**src/rtl/uart_pkg.sv**
```systemverilog
// Shared UART definitions: state encoding, baud divisor and counter width helpers.
// ST_PARITY exists only when UART_TX_PARITY_EN is defined.
package uart_pkg;

   typedef enum logic [2:0] {
      ST_IDLE   = 3'd0,
      ST_START  = 3'd1,
      ST_DATA   = 3'd2,
`ifdef UART_TX_PARITY_EN
      ST_PARITY = 3'd3,
`endif
      ST_STOP   = 3'd4
   } uart_state_e;

   function automatic int uart_div(input int clk_freq, input int baud_rate);
      return clk_freq / baud_rate;
   endfunction

   // Bits needed to hold DIV-1 (DIV is at least 2, so this is never 0)
   function automatic int uart_cnt_w(input int div);
      return $clog2(div);
   endfunction

   localparam int UART_DEF_DIV   = uart_div(27000000, 115200);
   localparam int UART_DEF_CNT_W = uart_cnt_w(UART_DEF_DIV);

endpackage

```
**src/rtl/uart_tx_if.sv**
```systemverilog
// Byte handshake between the host controller and the UART transmitter, plus the TX pin.
interface uart_tx_if;
   logic [7:0] dataIn;
   logic       byteReady;
   logic       byteSending;
   logic       txDone;
   logic       uartTx;

   modport master (output dataIn, byteReady, input byteSending, txDone, uartTx);
   modport slave  (input dataIn, byteReady, output byteSending, txDone, uartTx);
endinterface

```
**src/rtl/uart_baud_gen.sv**
```systemverilog
// Bit-period counter: counts 0..DIV-1, tick marks the last cycle of a bit period.
// clr holds the count at 0; the count also wraps to 0 after each tick.
module uart_baud_gen import uart_pkg::*; #(
   parameter int DIV   = 2,
   parameter int CNT_W = uart_cnt_w(DIV)
) (
   input  logic clk,
   input  logic rst_n,
   input  logic clr,
   output logic tick
);
   localparam logic [CNT_W-1:0] LAST = CNT_W'(DIV - 1);

   logic [CNT_W-1:0] cnt_d, cnt_q;

   assign tick = (cnt_q == LAST);

   always_comb begin
      cnt_d = cnt_q + CNT_W'(1);
      if (clr || tick) cnt_d = '0;
   end

   always_ff @(posedge clk) begin
      if (!rst_n) cnt_q <= '0;
      else        cnt_q <= cnt_d;
   end
endmodule

```
**src/rtl/uart_tx.sv**
```systemverilog
// UART transmitter, 8N1/8N2, LSB first, idle-high; all outputs registered.
// Define UART_TX_PARITY_EN to insert an even-parity bit (8E1/8E2).
module uart_tx import uart_pkg::*; #(
   parameter int CLK_FREQ  = 27000000,
   parameter int BAUD_RATE = 115200,
   parameter int STOP_BITS = 1
) (
   input  logic     clk,
   input  logic     rst_n,
   uart_tx_if.slave tx_if
);
   localparam int DIV = uart_div(CLK_FREQ, BAUD_RATE);
   localparam logic [2:0] STOP_LAST = 3'(STOP_BITS - 1);

   if (DIV < 2) begin : g_bad_div
      $error("uart_tx: CLK_FREQ/BAUD_RATE must be at least 2");
   end
   if (STOP_BITS != 1 && STOP_BITS != 2) begin : g_bad_stop
      $error("uart_tx: STOP_BITS must be 1 or 2");
   end

   uart_state_e state_d, state_q;
   logic [7:0]  shift_d, shift_q;
   logic [2:0]  idx_d, idx_q;
   logic        tx_d, tx_q;
   logic        busy_d, busy_q;
   logic        done_d, done_q;
`ifdef UART_TX_PARITY_EN
   logic        par_d, par_q;
`endif
   logic        tick;

   // Counter is held clear in IDLE; every other transition happens on a tick, which wraps it
   uart_baud_gen #(.DIV(DIV)) u_baud (
      .clk  (clk),
      .rst_n(rst_n),
      .clr  (state_q == ST_IDLE),
      .tick (tick)
   );

   always_comb begin
      state_d = state_q;
      shift_d = shift_q;
      idx_d   = idx_q;
      tx_d    = tx_q;
      busy_d  = busy_q;
      done_d  = 1'b0;
`ifdef UART_TX_PARITY_EN
      par_d   = par_q;
`endif
      case (state_q)
         ST_IDLE: begin
            tx_d   = 1'b1;
            busy_d = 1'b0;
            if (tx_if.byteReady) begin
               state_d = ST_START;
               shift_d = tx_if.dataIn;
               idx_d   = '0;
               tx_d    = 1'b0;
               busy_d  = 1'b1;
`ifdef UART_TX_PARITY_EN
               par_d   = ^tx_if.dataIn;
`endif
            end
         end
         ST_START: if (tick) begin
            state_d = ST_DATA;
            idx_d   = '0;
            tx_d    = shift_q[0];
         end
         ST_DATA: if (tick) begin
            shift_d = shift_q >> 1;
            idx_d   = idx_q + 3'd1;
            tx_d    = shift_q[1];
            if (idx_q == 3'd7) begin
               idx_d   = '0;
`ifdef UART_TX_PARITY_EN
               state_d = ST_PARITY;
               tx_d    = par_q;
`else
               state_d = ST_STOP;
               tx_d    = 1'b1;
`endif
            end
         end
`ifdef UART_TX_PARITY_EN
         ST_PARITY: if (tick) begin
            state_d = ST_STOP;
            tx_d    = 1'b1;
         end
`endif
         ST_STOP: if (tick) begin
            // idx counts completed stop bits
            if (idx_q == STOP_LAST) begin
               state_d = ST_IDLE;
               busy_d  = 1'b0;
               done_d  = 1'b1;
            end else begin
               idx_d = idx_q + 3'd1;
            end
         end
         default: state_d = ST_IDLE;
      endcase
   end

   always_ff @(posedge clk) begin
      if (!rst_n) begin
         state_q <= ST_IDLE;
         shift_q <= '0;
         idx_q   <= '0;
         tx_q    <= 1'b1;
         busy_q  <= 1'b0;
         done_q  <= 1'b0;
`ifdef UART_TX_PARITY_EN
         par_q   <= 1'b0;
`endif
      end else begin
         state_q <= state_d;
         shift_q <= shift_d;
         idx_q   <= idx_d;
         tx_q    <= tx_d;
         busy_q  <= busy_d;
         done_q  <= done_d;
`ifdef UART_TX_PARITY_EN
         par_q   <= par_d;
`endif
      end
   end

   assign tx_if.uartTx      = tx_q;
   assign tx_if.byteSending = busy_q;
   assign tx_if.txDone      = done_q;
endmodule

```
**src/flat_wrapper.sv**
```systemverilog
// flat-port wrapper written by rule: the top's interface ports become plain ports
module uart_tx_flat import uart_pkg::*;
#(
   parameter int CLK_FREQ  = 27000000,
   parameter int BAUD_RATE = 115200,
   parameter int STOP_BITS = 1
)
  (clk, rst_n, tx_if_dataIn, tx_if_byteReady, tx_if_byteSending, tx_if_txDone, tx_if_uartTx);
  uart_tx_if tx_if_i ();
  input  logic clk;
  input  logic rst_n;
  input wire logic [$bits(tx_if_i.dataIn)-1:0] tx_if_dataIn;
  input wire logic [$bits(tx_if_i.byteReady)-1:0] tx_if_byteReady;
  output wire logic [$bits(tx_if_i.byteSending)-1:0] tx_if_byteSending;
  output wire logic [$bits(tx_if_i.txDone)-1:0] tx_if_txDone;
  output wire logic [$bits(tx_if_i.uartTx)-1:0] tx_if_uartTx;
  assign tx_if_i.dataIn = tx_if_dataIn;
  assign tx_if_i.byteReady = tx_if_byteReady;
  assign tx_if_byteSending = tx_if_i.byteSending;
  assign tx_if_txDone = tx_if_i.txDone;
  assign tx_if_uartTx = tx_if_i.uartTx;
  uart_tx #(.CLK_FREQ(CLK_FREQ), .BAUD_RATE(BAUD_RATE), .STOP_BITS(STOP_BITS)) u_core (.clk(clk), .rst_n(rst_n), .tx_if(tx_if_i));
endmodule
```
**config.mk**
```make
export PLATFORM = sky130hd
export DESIGN_NAME = uart_tx_flat
export DESIGN_NICKNAME = d
export VERILOG_FILES = /design/src/rtl/uart_pkg.sv /design/src/rtl/uart_tx_if.sv /design/src/rtl/uart_baud_gen.sv /design/src/rtl/uart_tx.sv /design/src/flat_wrapper.sv
export SDC_FILE = /design/constraint.sdc
export NUM_CORES = 1
export LEC_CHECK = 0
export BUFFER_PORTS_ARGS = -buffer_cell sky130_fd_sc_hd__buf_2
export CELL_PAD_IN_SITES_DETAIL_PLACEMENT = 0
export CELL_PAD_IN_SITES_GLOBAL_PLACEMENT = 1
export CORE_MARGIN = 2
export CORE_UTILIZATION = 44
export CTS_CLUSTER_SIZE = 12
export DETAILED_ROUTE_END_ITERATION = 10
export PLACE_DENSITY_LB_ADDON = 0.1
export SKIP_LAST_GASP = 1
export SYNTH_ARGS = -nofsm -noshare
export SYNTH_HDL_FRONTEND = slang
export SYNTH_SLANG_ARGS = --single-unit
```
**constraint.sdc**
```tcl
create_clock -name clk -period 2.5 [get_ports clk]
set_clock_uncertainty 0.2 [all_clocks]
set_input_delay 0 -clock clk [delete_from_list [all_inputs] [get_ports clk]]
set_output_delay 0 -clock clk [all_outputs]
set_load 0.1 [all_outputs]
```
# == Word level (Yosys, flattened, before mapping) ==
# Index checks and enable logic that the tools add are counted.
# word_totals
regBits,25
output_inout_bits,3
word_cells,63
# op_classes
addsub,2
eq_ne,12
n_mux,27
bitwise_logic,1
n_reduce_logical,14
# ops
op,n
2-to-1 mux 3 bit,12
one-hot mux 3 bit (4 select lines),2
2-to-1 mux 8 bit,2
one-hot mux 8 bit (2 select lines),1
AND reduction 3 bit,4
AND reduction 6 bit,2
!= test 2 bit (second input constant),5
adder 8 x 1 -> 8 bit (second input constant),1
== test 8 bit (second input constant),1
2-to-1 mux 1 bit,8
== test 3 bit (second input constant),2
zero test 3 bit,2
!= test 2 x 1 -> 1 bit (second input constant),2
nonzero test 2 bit,2
nonzero test 4 bit,1
adder 3 x 1 -> 3 bit (second input constant),1
== test 3 x 1 -> 1 bit (second input constant),1
== test 3 x 2 -> 1 bit (second input constant),1
one-hot mux 1 bit (3 select lines),1
nonzero test 3 bit,1
one-hot mux 1 bit (2 select lines),1
OR reduction 2 bit,1
logical OR 1 bit,1
NOT 1 bit,1

# == Longest topological paths before layout ==
# logic_depth
word_depth,4
depth_mapped,7
depth_no_buf,6

# == Hierarchy ==
# A second synthesis with hierarchy kept.
# hier_totals
cells_unflattened,147
hier_area_um2,1305.0
# by_module_without_submodules
module,n_inst,cells_each,area_per_inst_um2,seq_area_each_um2
uart_tx,1,108,940.9,340.3
uart_baud_gen,1,39,364.1,160.2

# == Least setup slack after synthesis ==
# OpenSTA, ideal clock, no wires.
# synth_timing
kind,register to register
from,register u_core.u_baud.cnt_q[0]
to,register u_core.shift_q[0]
setup_ns,0.142
arrival_ns,1.513
t_required_ns,2.158
path_slack_ns,0.645
path_stages_with_launch,7
synth_period_minus_slack_ns,1.855
path_cell_list,dfxtp_1 > ha_1 > nand4_1 > o31ai_4 > and2_1 > buf_6 > a211oi_2
# synth_between
elab_chain_cells,3
# synth_rtl
element,line,text
"start, declared",uart_baud_gen.sv:14,"logic [CNT_W-1:0] cnt_d, cnt_q;"
"start signal, assigned",uart_baud_gen.sv:25,else cnt_q <= cnt_d;
== test 8 bit,uart_baud_gen.sv:16,assign tick = (cnt_q == LAST);
!= test 2 bit (no source line),-,
AND reduction 3 bit (no source line),-,
"end signal, assigned",uart_tx.sv:119,shift_q <= shift_d;
"end, declared",uart_tx.sv:23,"logic [7:0] shift_d, shift_q;"
# Every way passes these cells.
# A chain may end at the register's enable or synchronous reset.

# == Worst setup path in the final report ==
# layout_timing
from,register u_core.u_baud.cnt_q[1]
to,register u_core.state_q[0]
# layout_between
elab_chain_cells,3
# layout_rtl
element,line,text
== test 8 bit *,uart_baud_gen.sv:16,
!= test 2 bit (no source line),-,
AND reduction 6 bit (no source line) *,-,
"end signal, assigned",uart_tx.sv:118,state_q <= state_d;
"end, declared",uart_tx.sv:22,"uart_state_e state_d, state_q;"
# Mark *: on every way between the ends. The rest lies on a longest branch, timed or not.

==> results_dict.tcl <==
set metrics [dict create \
    status "finished clean" \
    grt_max_degree 17 \
    grt_use_total 0.183 \
    io_buffers 13 \
    dpl.hpwl_mm 1.98 \
    syn-cell-area_um2 1410 \
    p_leak_nw 0.570 \
    ys_ff_latch 25 \
    antenna_left 0 \
    tns_ns 0 \
    routedWlPerCell_um 13.4 \
    area_delta_synth_final_pct 14.5 \
    synth_top_flop_cell "dfxtp_1" \
    grt.overflow.total 0 \
    cts_max_level 1 \
    clockBufferDepth 2 \
    critPathCaptureType "register" \
    ys_warn_count 0 \
    cts_root_buf "clkbuf_4" \
    critPathRequiredTime_ns 2.54 \
    powerDensity_nw_per_um2 495 \
    fp.dieH_um 60.5 \
    max_slew_margin 0.592 \
    pwr-share-comb 0.191 \
    drcViolationCount 0 \
    antenna_found_initial 0 \
    pre_cts_slack_ns 0.391 \
    fin_crit_sh 0.868 \
    nFillCells 310 \
    cts_made_buffers 3 \
    synth_area_per_cell_um2 9.49 \
    yosysTopAreaCellShare 0.356 \
    routed_wl_mm 2.83 \
    setup_violations 0 \
    insertion_delay_ns 0.33 \
    grt_pass1_wl_mm 5.00 \
    die_x_um 60.5 \
    async_reset_ff_frac 0 \
    routabilityCongestion 0.760 \
    synth-edff-count 0 \
    seq_power_share 0.557 \
    cap_violations 0 \
    p_sw_mw 0.253 \
    start_util 0.460 \
    netlist-cell-type-count 39 \
    rsz0062_at_grt "no" \
    crit_path_max_fanout 7 \
    yosysTopAreaCell "dfxtp_1" \
    hold_viol 0 \
    die_area_um2 3660 \
    cts_sinks 25 \
    seq_area_frac_synth 0.356 \
    synthTopCellsByArea "dfxtp_1 (36%), mux2i_1 (7.8%), a211oi_2 (7.1%)" \
    drtIter0Drc 59 \
    ir_drop_uv 262 \
    cp-start-kind "register" \
    cp_data_arrival_time_ns 2.21 \
    fmax_ghz 0.461 \
    drt-pass1-iter-count 4 \
    syn_inst 148 \
    worstSetupPathType "register to register" \
    internal_power_mw 0.543 \
    insertedDiodeCount 0 \
    layout_min_cycle_time_ns 2.17 \
    vias 1107 \
    tightestPinTransition_ns 0.612 \
    routed_via_density 5.22 \
    clk_pin_slew_ns 0.16 \
    grt_pass1_vias 1113 \
    clockPowerShare 0.251 \
    final_net_count 185 \
    switching_share 0.318 \
    slew_violations 0 \
    core_region_area_um2 3050 \
    syn_nets 164 \
    hp-class "input port to register" \
    drive_gt1_frac 0.214 \
    cts_tree "yes" \
    post-route-worst-setup-slack_ns 0.329 \
    ios 14 \
    rows 20 \
]
[cells by family after synthesis]
family                   synth area share
AND/OR/NAND/NOR                     0.181
AO/OA/AOI/OAI                       0.223
flip-flops                          0.356
buffers and inverters              0.0677
multiplexers                       0.0784
XOR/XNOR                           0.0499
adder cells (fa/ha/maj)            0.0445
[layer usage]
layer | wire, um | vias up | global-route usage
met4 | 42 | 0 | 0.0652
met2 | 1310 | 17 | 0.304
met3 | 80 | 5 | 0.0256
met5 | 0 | - | 0
met1 | 1400 | 512 | 0.244
li1 | - | 573 | -
[flip-flops by register name (all words and copies together), names as in the netlist]
name / cells
u_core.shift_q: 8
u_core.state_q: 3
u_core.tx_if.txDone: 1
u_core.tx_if.uartTx: 1
u_core.u_baud.cnt_q: 8
u_core.tx_if.byteSending: 1
u_core.idx_q: 3
[cell usage in the layout (no fill, tap or decap), types with 6 or more instances in the layout]
master / netlist / routed
o21ai_0: 6 / 6
a211oi_2: 8 / 8
dfxtp_1: 25 / 25
a21oi_1: 10 / 10
mux2i_1: 11 / 11
inv_1: 8 / 8
buf_2: 4 / 13
xor2_1: 6 / 6
dlygate4sd3_1: 0 / 10
nor2_1: 9 / 9
nand2_1: 7 / 7
[power groups by stage]
stage	sequential, mW	combinational, mW	clock [mW]
after floorplan	0.463	0.103	0
after global placement	0.452	0.139	0
after CTS	0.444	0.154	0.206
after global routing	0.448	0.167	0.221
final	0.444	0.152	0.200
after detailed placement	0.453	0.142	0
[worst paths after layout]
kind | cells past startpoint | end | slack (ns) | start
worst max-delay path | 6 | u_core.state_q[0] | 0.33 | u_core.u_baud.cnt_q[1]
worst min-delay path | 4 | u_core.shift_q[7] | 0.26 | tx_if_dataIn[7]
worst max register to register | 6 | u_core.state_q[0] | 0.33 | u_core.u_baud.cnt_q[1]
worst min register to register | 2 | u_core.idx_q[1] | 0.29 | u_core.idx_q[1]
[cell type report]
class | instances | area (um2) | area share
inverters | 9 | 33.8 | 0.0210
clock buffers | 3 | 22.5 | 0.0140
multi-input cells | 105 | 810 | 0.503
well taps | 44 | 55.1 | 0.0342
flip-flops and latches | 25 | 500 | 0.311
clock inverters | 1 | 7.51 | 0.00467
repair buffers | 25 | 180 | 0.112
[per-stage QoR]
stage / hold WS (ns) / total power, mW / instances / area [um2] / utilization
5_1_grt: 0.266 / 0.836 / 212 / 1610 / 0.527
2_1_floorplan: -0.0496 / 0.566 / 148 / 1410 / -
4_1_cts: 0.256 / 0.804 / 212 / 1610 / 0.527
3_3_place_gp: 0.0642 / 0.592 / 198 / 1480 / 0.484
6_report: 0.259 / 0.796 / 212 / 1610 / 0.527
3_5_place_dp: 0.0676 / 0.594 / 198 / 1480 / 0.484
[cell usage after synthesis (5+ instances only)]
library cell and n:
nor3_1 5, nand2_1 7, nor2_1 9, o21ai_0 6, dfxtp_1 25, mux2i_1 11, a211oi_2 8, o211ai_1 5
ha_1 5, inv_1 8, nand3_1 5, xor2_1 6, a21oi_1 10
[worst max-delay path, stage by stage, from the launching register on]
cell	delay [ns]
dfxtp_1	0.41
inv_1	0.06
ha_1	0.17
nand4_1	0.28
or2_0	0.48
nand2_1	0.14
a2111oi_2	0.32
[timing repair]
item	4_1_cts	5_1_grt
gates resized for setup	0	0
hold endpoints to repair	22	0
hold buffers	10	0
setup buffers	0	0
Power figures use the tool's default switching activity.
